<file path="config.mk">
export PLATFORM = sky130hd
export DESIGN_NAME = vga_fb_arbiter_flat
export DESIGN_NICKNAME = d
export VERILOG_FILES = /design/src/rtl/vga_fb_arbiter_if.sv /design/src/rtl/vga_fb_arbiter.sv /design/src/flat_wrapper.sv
export SDC_FILE = /design/constraint.sdc
export NUM_CORES = 1
export LEC_CHECK = 0
export BUFFER_PORTS_ARGS = -buffer_cell sky130_fd_sc_hd__buf_2
export CAP_MARGIN = 0
export CORE_MARGIN = 10
export CORE_UTILIZATION = 30
export CTS_BUF_LIST = sky130_fd_sc_hd__clkbuf_8
export DETAILED_ROUTE_END_ITERATION = 12
export PLACE_DENSITY_LB_ADDON = 0.12
export SYNTH_ARGS = -nofsm -noshare
export SYNTH_HDL_FRONTEND = slang
export SYNTH_SLANG_ARGS = --single-unit
</file>
<file path="constraint.sdc">
create_clock -name clk -period 1.7 [get_ports clk]
set_clock_uncertainty 0.05 [all_clocks]
set_input_delay 0.17 -clock clk [delete_from_list [all_inputs] [get_ports clk]]
set_output_delay 0.17 -clock clk [all_outputs]
set_load 0.02 [all_outputs]
</file>
<file path="src/rtl/vga_fb_arbiter_if.sv">
// CPU register-style access path into the framebuffer arbiter.
// Handshake: cpu_req is a level held, with cpu_we/cpu_addr/cpu_wdata stable, until the
// one-cycle cpu_ack pulse; cpu_rdata is valid with cpu_ack and held until the next read completes.
interface vga_fb_arbiter_if #(
   parameter int AW = 4,
   parameter int DW = 32
);
   logic          cpu_req;
   logic          cpu_we;
   logic [AW-1:0] cpu_addr;
   logic [DW-1:0] cpu_wdata;
   logic          cpu_ack;
   logic [DW-1:0] cpu_rdata;

   modport master (
      output cpu_req, cpu_we, cpu_addr, cpu_wdata,
      input  cpu_ack, cpu_rdata
   );

   modport slave (
      input  cpu_req, cpu_we, cpu_addr, cpu_wdata,
      output cpu_ack, cpu_rdata
   );
endinterface

</file>
<file path="src/rtl/vga_fb_arbiter.sv">
// Single-port line memory arbiter: VGA scanout fetch (strict priority) vs CPU read/write,
// with a sticky underrun flag for overwritten or late line fetches.
module vga_fb_arbiter #(
   parameter int AW            = 4,
   parameter int DW            = 32,
   parameter int SCAN_DEADLINE = 8
) (
   input  logic                clk,
   input  logic                rst_n,
   input  logic                scan_req,
   input  logic [AW-1:0]       scan_row,
   output logic [DW-1:0]       line_data,
   output logic                line_valid,
   output logic                underrun,
   input  logic                underrun_clr,
   vga_fb_arbiter_if.slave     cpu,
   output logic                mem_en,
   output logic                mem_we,
   output logic [AW-1:0]       mem_addr,
   output logic [DW-1:0]       mem_wdata,
   input  logic [DW-1:0]       mem_rdata,
   output logic [2:0]          dbg_state
);

   localparam int            CW     = $clog2(SCAN_DEADLINE + 1);
   localparam logic [CW-1:0] DL_MAX = CW'(SCAN_DEADLINE);

   typedef enum logic [2:0] {
      IDLE     = 3'd0,
      SCAN_RD  = 3'd1,
      SCAN_CAP = 3'd2,
      CPU_RD   = 3'd3,
      CPU_CAP  = 3'd4,
      CPU_WR   = 3'd5,
      CPU_DONE = 3'd6
   } state_t;

   state_t        state, state_nx;
   logic          scan_grant, cpu_grant;
   logic          scan_pend;
   logic [AW-1:0] scan_row_q;
   logic [AW-1:0] op_addr;
   logic [DW-1:0] op_wdata;
   logic [CW-1:0] dl_cnt;
   logic          dl_inc, dl_hit, underrun_set;

   always_ff @(posedge clk or negedge rst_n) begin
      if (!rst_n) state <= IDLE;
      else        state <= state_nx;
   end

   always_comb begin
      state_nx   = state;
      scan_grant = 1'b0;
      cpu_grant  = 1'b0;
      mem_en     = 1'b0;
      mem_we     = 1'b0;
      cpu.cpu_ack = 1'b0;
      case (state)
         IDLE: begin
            if (scan_pend) begin
               scan_grant = 1'b1;
               state_nx   = SCAN_RD;
            end else if (cpu.cpu_req) begin
               cpu_grant = 1'b1;
               state_nx  = cpu.cpu_we ? CPU_WR : CPU_RD;
            end
         end
         SCAN_RD: begin
            mem_en   = 1'b1;
            state_nx = SCAN_CAP;
         end
         SCAN_CAP: state_nx = IDLE;
         CPU_RD: begin
            mem_en   = 1'b1;
            state_nx = CPU_CAP;
         end
         CPU_CAP: state_nx = CPU_DONE;
         CPU_WR: begin
            mem_en   = 1'b1;
            mem_we   = 1'b1;
            state_nx = CPU_DONE;
         end
         // Requests are not sampled here, so a cpu_req still high during the ack is not re-granted.
         CPU_DONE: begin
            cpu.cpu_ack = 1'b1;
            state_nx    = IDLE;
         end
         default: state_nx = IDLE;
      endcase
   end

   assign mem_addr  = op_addr;
   assign mem_wdata = op_wdata;
   assign dbg_state = state;

   // A new scan_req restarts the pending slot; issuing in the same cycle still fetches the old row.
   always_ff @(posedge clk or negedge rst_n) begin
      if (!rst_n) begin
         scan_pend  <= 1'b0;
         scan_row_q <= '0;
      end else if (scan_req) begin
         scan_pend  <= 1'b1;
         scan_row_q <= scan_row;
      end else if (scan_grant) begin
         scan_pend  <= 1'b0;
      end
   end

   always_ff @(posedge clk or negedge rst_n) begin
      if (!rst_n) begin
         op_addr  <= '0;
         op_wdata <= '0;
      end else if (scan_grant) begin
         op_addr  <= scan_row_q;
      end else if (cpu_grant) begin
         op_addr  <= cpu.cpu_addr;
         op_wdata <= cpu.cpu_wdata;
      end
   end

   always_ff @(posedge clk or negedge rst_n) begin
      if (!rst_n) begin
         line_data     <= '0;
         line_valid    <= 1'b0;
         cpu.cpu_rdata <= '0;
      end else begin
         line_valid <= (state == SCAN_CAP);
         if (state == SCAN_CAP) line_data     <= mem_rdata;
         if (state == CPU_CAP)  cpu.cpu_rdata <= mem_rdata;
      end
   end

   // Deadline counter runs while a fetch is pending or in flight and saturates at the limit.
   assign dl_inc       = scan_pend || (state == SCAN_RD) || (state == SCAN_CAP);
   assign dl_hit       = !scan_req && dl_inc && (dl_cnt == DL_MAX - CW'(1));
   assign underrun_set = (scan_req && scan_pend) || dl_hit;

   always_ff @(posedge clk or negedge rst_n) begin
      if (!rst_n)                          dl_cnt <= '0;
      else if (scan_req)                   dl_cnt <= '0;
      else if (dl_inc && dl_cnt != DL_MAX) dl_cnt <= dl_cnt + CW'(1);
   end

   always_ff @(posedge clk or negedge rst_n) begin
      if (!rst_n)            underrun <= 1'b0;
      else if (underrun_set) underrun <= 1'b1;
      else if (underrun_clr) underrun <= 1'b0;
   end

endmodule
</file>
<file path="src/flat_wrapper.sv">
// flat-port wrapper written by rule: the top's interface ports become plain ports
module vga_fb_arbiter_flat 
#(
   parameter int AW            = 4,
   parameter int DW            = 32,
   parameter int SCAN_DEADLINE = 8
)
  (clk, rst_n, scan_req, scan_row, line_data, line_valid, underrun, underrun_clr, mem_en, mem_we, mem_addr, mem_wdata, mem_rdata, dbg_state, cpu_cpu_req, cpu_cpu_we, cpu_cpu_addr, cpu_cpu_wdata, cpu_cpu_ack, cpu_cpu_rdata);
  vga_fb_arbiter_if #(.AW(AW), .DW(DW)) cpu_i ();
  input  logic clk;
  input  logic rst_n;
  input  logic scan_req;
  input  logic [AW-1:0] scan_row;
  output logic [DW-1:0] line_data;
  output logic line_valid;
  output logic underrun;
  input  logic underrun_clr;
  output logic mem_en;
  output logic mem_we;
  output logic [AW-1:0] mem_addr;
  output logic [DW-1:0] mem_wdata;
  input  logic [DW-1:0] mem_rdata;
  output logic [2:0] dbg_state;
  input wire logic [$bits(cpu_i.cpu_req)-1:0] cpu_cpu_req;
  input wire logic [$bits(cpu_i.cpu_we)-1:0] cpu_cpu_we;
  input wire logic [$bits(cpu_i.cpu_addr)-1:0] cpu_cpu_addr;
  input wire logic [$bits(cpu_i.cpu_wdata)-1:0] cpu_cpu_wdata;
  output wire logic [$bits(cpu_i.cpu_ack)-1:0] cpu_cpu_ack;
  output wire logic [$bits(cpu_i.cpu_rdata)-1:0] cpu_cpu_rdata;
  assign cpu_i.cpu_req = cpu_cpu_req;
  assign cpu_i.cpu_we = cpu_cpu_we;
  assign cpu_i.cpu_addr = cpu_cpu_addr;
  assign cpu_i.cpu_wdata = cpu_cpu_wdata;
  assign cpu_cpu_ack = cpu_i.cpu_ack;
  assign cpu_cpu_rdata = cpu_i.cpu_rdata;
  vga_fb_arbiter #(.AW(AW), .DW(DW), .SCAN_DEADLINE(SCAN_DEADLINE)) u_core (.clk(clk), .rst_n(rst_n), .scan_req(scan_req), .scan_row(scan_row), .line_data(line_data), .line_valid(line_valid), .underrun(underrun), .underrun_clr(underrun_clr), .cpu(cpu_i), .mem_en(mem_en), .mem_we(mem_we), .mem_addr(mem_addr), .mem_wdata(mem_wdata), .mem_rdata(mem_rdata), .dbg_state(dbg_state));
endmodule
</file>
* Yosys cells after proc, flatten, opt, wreduce, memory -nomap -nowiden *
Cells that the tools add are included.

storage, ports and cells
  register bits = 114
  word-level logic and storage cells = 57
  output and inout bits = 108
  bits of input ports = 78

operators by class
  equality and inequality tests = 9
  bitwise gates (word level) = 1
  multiplexer cells = 20
  reductions and logical operators = 16
  add/subtract/negate cells = 1

operator list
  operator               number
  $mux W4                4
  $mux W1                12
  $pmux W3 S4            1
  $eq A3 B3 Y1 const B   3
  $mux W3                3
  $reduce_bool A2 Y1     4
  $eq A3 B2 Y1 const B   2
  $add A4 B1 Y4 const B  1
  $eq A4 B3 Y1 const B   1
  $logic_and A1 B1 Y1    4
  $ne A4 B4 Y1 const B   1
  $eq A3 B1 Y1 const B   1
  $logic_not A3 Y1       1
  $logic_or A1 B1 Y1     3
  $ne A3 B2 Y1 const B   1
  $reduce_or A3 Y1       1
  $reduce_and A2 Y1      1
  $reduce_or A2 Y1       1
  $logic_not A1 Y1       1
  $not A1 Y1             1

* Logic depth before layout (Yosys ltp) *
  depth in word-level cells = 7
  mapped depth = 6

* Worst setup path before layout *
Ideal clock, no wire load.

  path kind = reg2reg
  from = register u_core.state[2], in the netlist u_core.dbg_state[2]
  to = register u_core.line_data[0]
  clock period less this slack = 1.734 ns
  cell stages (with the launch flop) = 5
  data required time = 1.525 ns
  arrival = 1.559 ns
  buffers on the path = 2
  setup time = 0.125 ns
  path slack = -0.034 ns
  cells stage by stage = dfrtp_1 > buf_4 > nor3b_2 > buf_4 > mux2_2

between the ends
  cells in the longest elaborated chain, start to end = 1

RTL lines
  what                    RTL line               source
  start, declared         vga_fb_arbiter.sv:38   state_t state, state_nx;
  start signal, assigned  vga_fb_arbiter.sv:49   else state <= state_nx;
  $eq A3 B2 Y1            vga_fb_arbiter.sv:129  if (state == SCAN_CAP) line_data <= mem_rdata;
  end signal, assigned    vga_fb_arbiter.sv:129
  end, declared           vga_fb_arbiter.sv:12   output logic [DW-1:0] line_data,

Every way passes these cells.
A chain may end at the register's enable or synchronous reset.

* Worst setup path after layout *
  from = register u_core.state[2], in the netlist u_core.dbg_state[2]
  to = register u_core.op_wdata[29], in the netlist u_core.mem_wdata[29]

between the ends
  cells in the longest elaborated chain, start to end = 4
  elaborated cells between the ends (all ways) = 5
  classes of those cells = mux: 2; bitwise: 1; reduce/logical: 2

RTL lines
  what                             RTL line               source
  $logic_not A3 Y1 (*)             vga_fb_arbiter.sv:59   case (state)
  $mux W1                          vga_fb_arbiter.sv:59
  $not A1 Y1 (no line)             n/a
  $reduce_and A2 Y1 (no line) (*)  n/a
  end signal, assigned             vga_fb_arbiter.sv:118  op_wdata <= cpu.cpu_wdata;
  end, declared                    vga_fb_arbiter.sv:43   logic [DW-1:0] op_wdata;

Mark *: on every way between the ends. The rest lies on a longest branch, timed or not.

==> results.json <==
{
  "syn_inst": 285,
  "synth_cell_types": 32,
  "rsz0062_at_grt": "no",
  "hold_viol_final": 0,
  "fin_crit_sh_pct": 94.3,
  "post-dp-hpwl_mm": 8.30,
  "globalplace.congestion": 0.770,
  "clk_path_buf_depth": 2,
  "start_util_pct": 30.4,
  "num_vias": 3290,
  "grt_first_pass_wirelength_mm": 19.3,
  "avgSynthCellArea_um2": 16.1,
  "num_rows": 45,
  "viasPerCell": 4.30,
  "root_buffer": "clkbuf_8",
  "cts_tree": "yes",
  "criticalPathCategory": "reg -> reg",
  "wl_per_cell_um": 15.8,
  "grt_pass1_vias": 3696,
  "cts_max_level": 4,
  "final_cell_mix": "183 x buf_2, 111 x dfrtp_1, 75 x dlygate4sd3_1",
  "nNetsFinal": 646,
  "die-area_mm2": 0.0206,
  "peakVddDrop_v": 0.000802,
  "finalInstanceArea_mm2": 0.00698,
  "min_path_type": "in -> reg",
  "cp_data_arrival_time_ns": 1.85,
  "top_usage_layer": "met2",
  "final_common_cell": "buf_2",
  "outcome": "completed",
  "die_h_um": 144,
  "grtUsageMet2_pct": 18.3,
  "path_max_fanout": 24,
  "grt_antenna_before_repair": 0,
  "r2r_cells": 5,
  "power_density_mw_per_mm2": 1940,
  "syn_area_mm2": 0.00458,
  "n_antenna_cell": 0,
  "tightest_slew_ns": 0.314,
  "grt_usage_pct": 12.0,
  "fmax_mhz": 624,
  "synth_seq_area_share_pct": 62.3,
  "critPathCaptureType": "flop",
  "finalSetupViolCount": 0,
  "met1_usage_pct": 14.2,
  "p_leak_nw": 3.44,
  "crit_required_ns": 1.95,
  "grt_max_degree": 57,
  "synthesis.nets": 365,
  "placed_cell_area_mm2": 0.00579,
  "synth_seq_cells": 114,
  "io_buffers": 185,
  "core_area_mm2": 0.0151,
  "clk_pin_slew_worst_paths_ns": 0.06,
  "ant_nets": 0,
  "grt-ovfl-total": 0,
  "yosys_warnings": 0,
  "drc": 0,
  "holdPathStages": 2,
  "tns_ns": 0,
  "critPathLaunchType": "flop",
  "first_pass_iters": 3,
  "fillers": 1341,
  "grt_use_met3_pct": 6.01,
  "max_slew_margin_pct": 79.1,
  "area_delta_synth_final_pct": 52.3,
  "slew_viol_final": 0,
  "clkSinkCount": 114,
  "ios": 186,
  "drv_cap": 0,
  "drive_above_1_share_pct": 57.9,
  "period_needed_ns": 1.60,
  "die_w_um": 144,
  "cts_made_buffers": 17,
  "clkLatencyLatePin_ns": 0.42,
  "drtIter0Drc": 76,
  "wl_mm": 12.1
}
## kinds of logic after synthesis
| family | count (synthesis) | share of synthesized area, % |
|---|---|---|
| and+or+nand+nor | 20 | 2.95 |
| muxes | 101 | 27.3 |
| xor gates and xnor gates | 3 | 0.574 |
| adders and majority gates | 2 | 0.546 |
| AOI/OAI and AO/OA | 25 | 3.44 |
| buffers and inverters | 20 | 2.95 |
| DFF | 114 | 62.3 |
## worst paths after layout
| path | startpoint | end | slack, ns |
|---|---|---|---|
| min | scan_req | u_core.dl_cnt[1]$_DFFE_PN0P_ | 0.03 |
| min reg2reg | u_core.cpu.cpu_rdata[31]$_DFFE_PN0P_ | u_core.cpu.cpu_rdata[31]$_DFFE_PN0P_ | 0.45 |
| min in group asynchronous | rst_n | u_core.line_valid$_DFF_PN0_ | 0.12 |
| max in group asynchronous | rst_n | u_core.mem_wdata[26]$_DFFE_PN0P_ | 0.87 |
| max | u_core.dbg_state[2]$_DFFE_PN0P_ | u_core.mem_wdata[29]$_DFFE_PN0P_ | 0.1 |
| max reg2reg | u_core.dbg_state[2]$_DFFE_PN0P_ | u_core.mem_wdata[29]$_DFFE_PN0P_ | 0.1 |
## power breakdown
part           leakage [nW]  switching (mW)  internal, mW  total, mW
Combinational          1.87            3.42          2.97       6.39
Sequential             1.36           0.703          4.05       4.75
Clock                 0.209            1.03          1.37       2.40
Total                  3.44            5.15          8.38       13.5
## critical path, stage by stage (launching register included)
cell	delay, ns
dfrtp_2	0.45
buf_12	0.14
nor3_4	0.23
nand2_4	0.10
buf_12	0.19
mux2_4	0.31
## cell type report
type                       instances  area, µm²  share of cell area (%)
timing repair buffer             275       1880                    27.0
clock inverter                    10       95.1                    1.36
tap                              188        235                    3.37
sequential                       114       2860                    41.0
inverter                           7       26.3                   0.377
multi-input combinational        151       1610                    23.0
clock buffer                      20        275                    3.95
## registers in the layout, indices dropped and copies added (netlist names)
signal                flops
u_core.scan_row_q         4
u_core.scan_pend          1
u_core.mem_wdata         32
u_core.line_data         32
u_core.underrun           1
u_core.dl_cnt             4
u_core.mem_addr           4
u_core.line_valid         1
u_core.cpu.cpu_rdata     32
u_core.dbg_state          3
## per-layer routing
layer / share of wire [%] / up-vias
met5: 0 / -
met4: 1.2 / 0
met3: 9.6 / 14
met2: 46 / 130
met1: 44 / 1578
li1: - / 1568
## timing repair
item / 4_1_cts / 5_1_grt
hold buffers: 75 / 0
setup endpoints to repair: 3 / 2
endpoints found under the hold margin: 220 / 0
setup buffers: 0 / 4
gates resized for setup: 2 / 1
## through the flow
stage	total power, mW	utilization [%]	hold slack, ns	worst slack [ns]	instances
after floorplan	8.83	-	-0.176	0.00654	285
after global placement	10.9	38.4	0.0284	0.115	656
final	13.5	46.2	0.0334	0.0975	765
after CTS	13.6	45.8	0.00431	0.00592	761
after detailed placement	11.0	38.4	0.0270	0.0529	656
after global routing	14.4	46.2	0.0135	0.0175	765
## synthesized netlist by cell type
library cell	count	area share (%)
o21a_1	1	0.16
buf_6	4	0.98
nand3_1	1	0.11
nand2b_1	1	0.14
nor3b_2	2	0.55
xor2_1	2	0.38
xnor2_1	1	0.19
nand3b_1	2	0.33
nor2_1	5	0.41
mux2_2	70	17
or3_1	1	0.14
dfrtp_1	114	62
o22ai_1	9	1.2
nand2_4	1	0.25
ha_1	2	0.55
nor2b_1	1	0.14
and3_1	1	0.14
nor3b_1	1	0.16
o21bai_1	1	0.16
nor3_4	1	0.36
o21ai_0	2	0.22
mux2i_1	1	0.22
a21oi_1	7	0.76
o2111ai_1	1	0.19
buf_4	8	1.3
clkbuf_1	1	0.082
nand2_1	3	0.25
a31oi_1	2	0.27
a211oi_1	1	0.16
inv_1	7	0.57
o211ai_2	1	0.27
mux2_4	30	9.8
(Power assumes the default switching activity.)
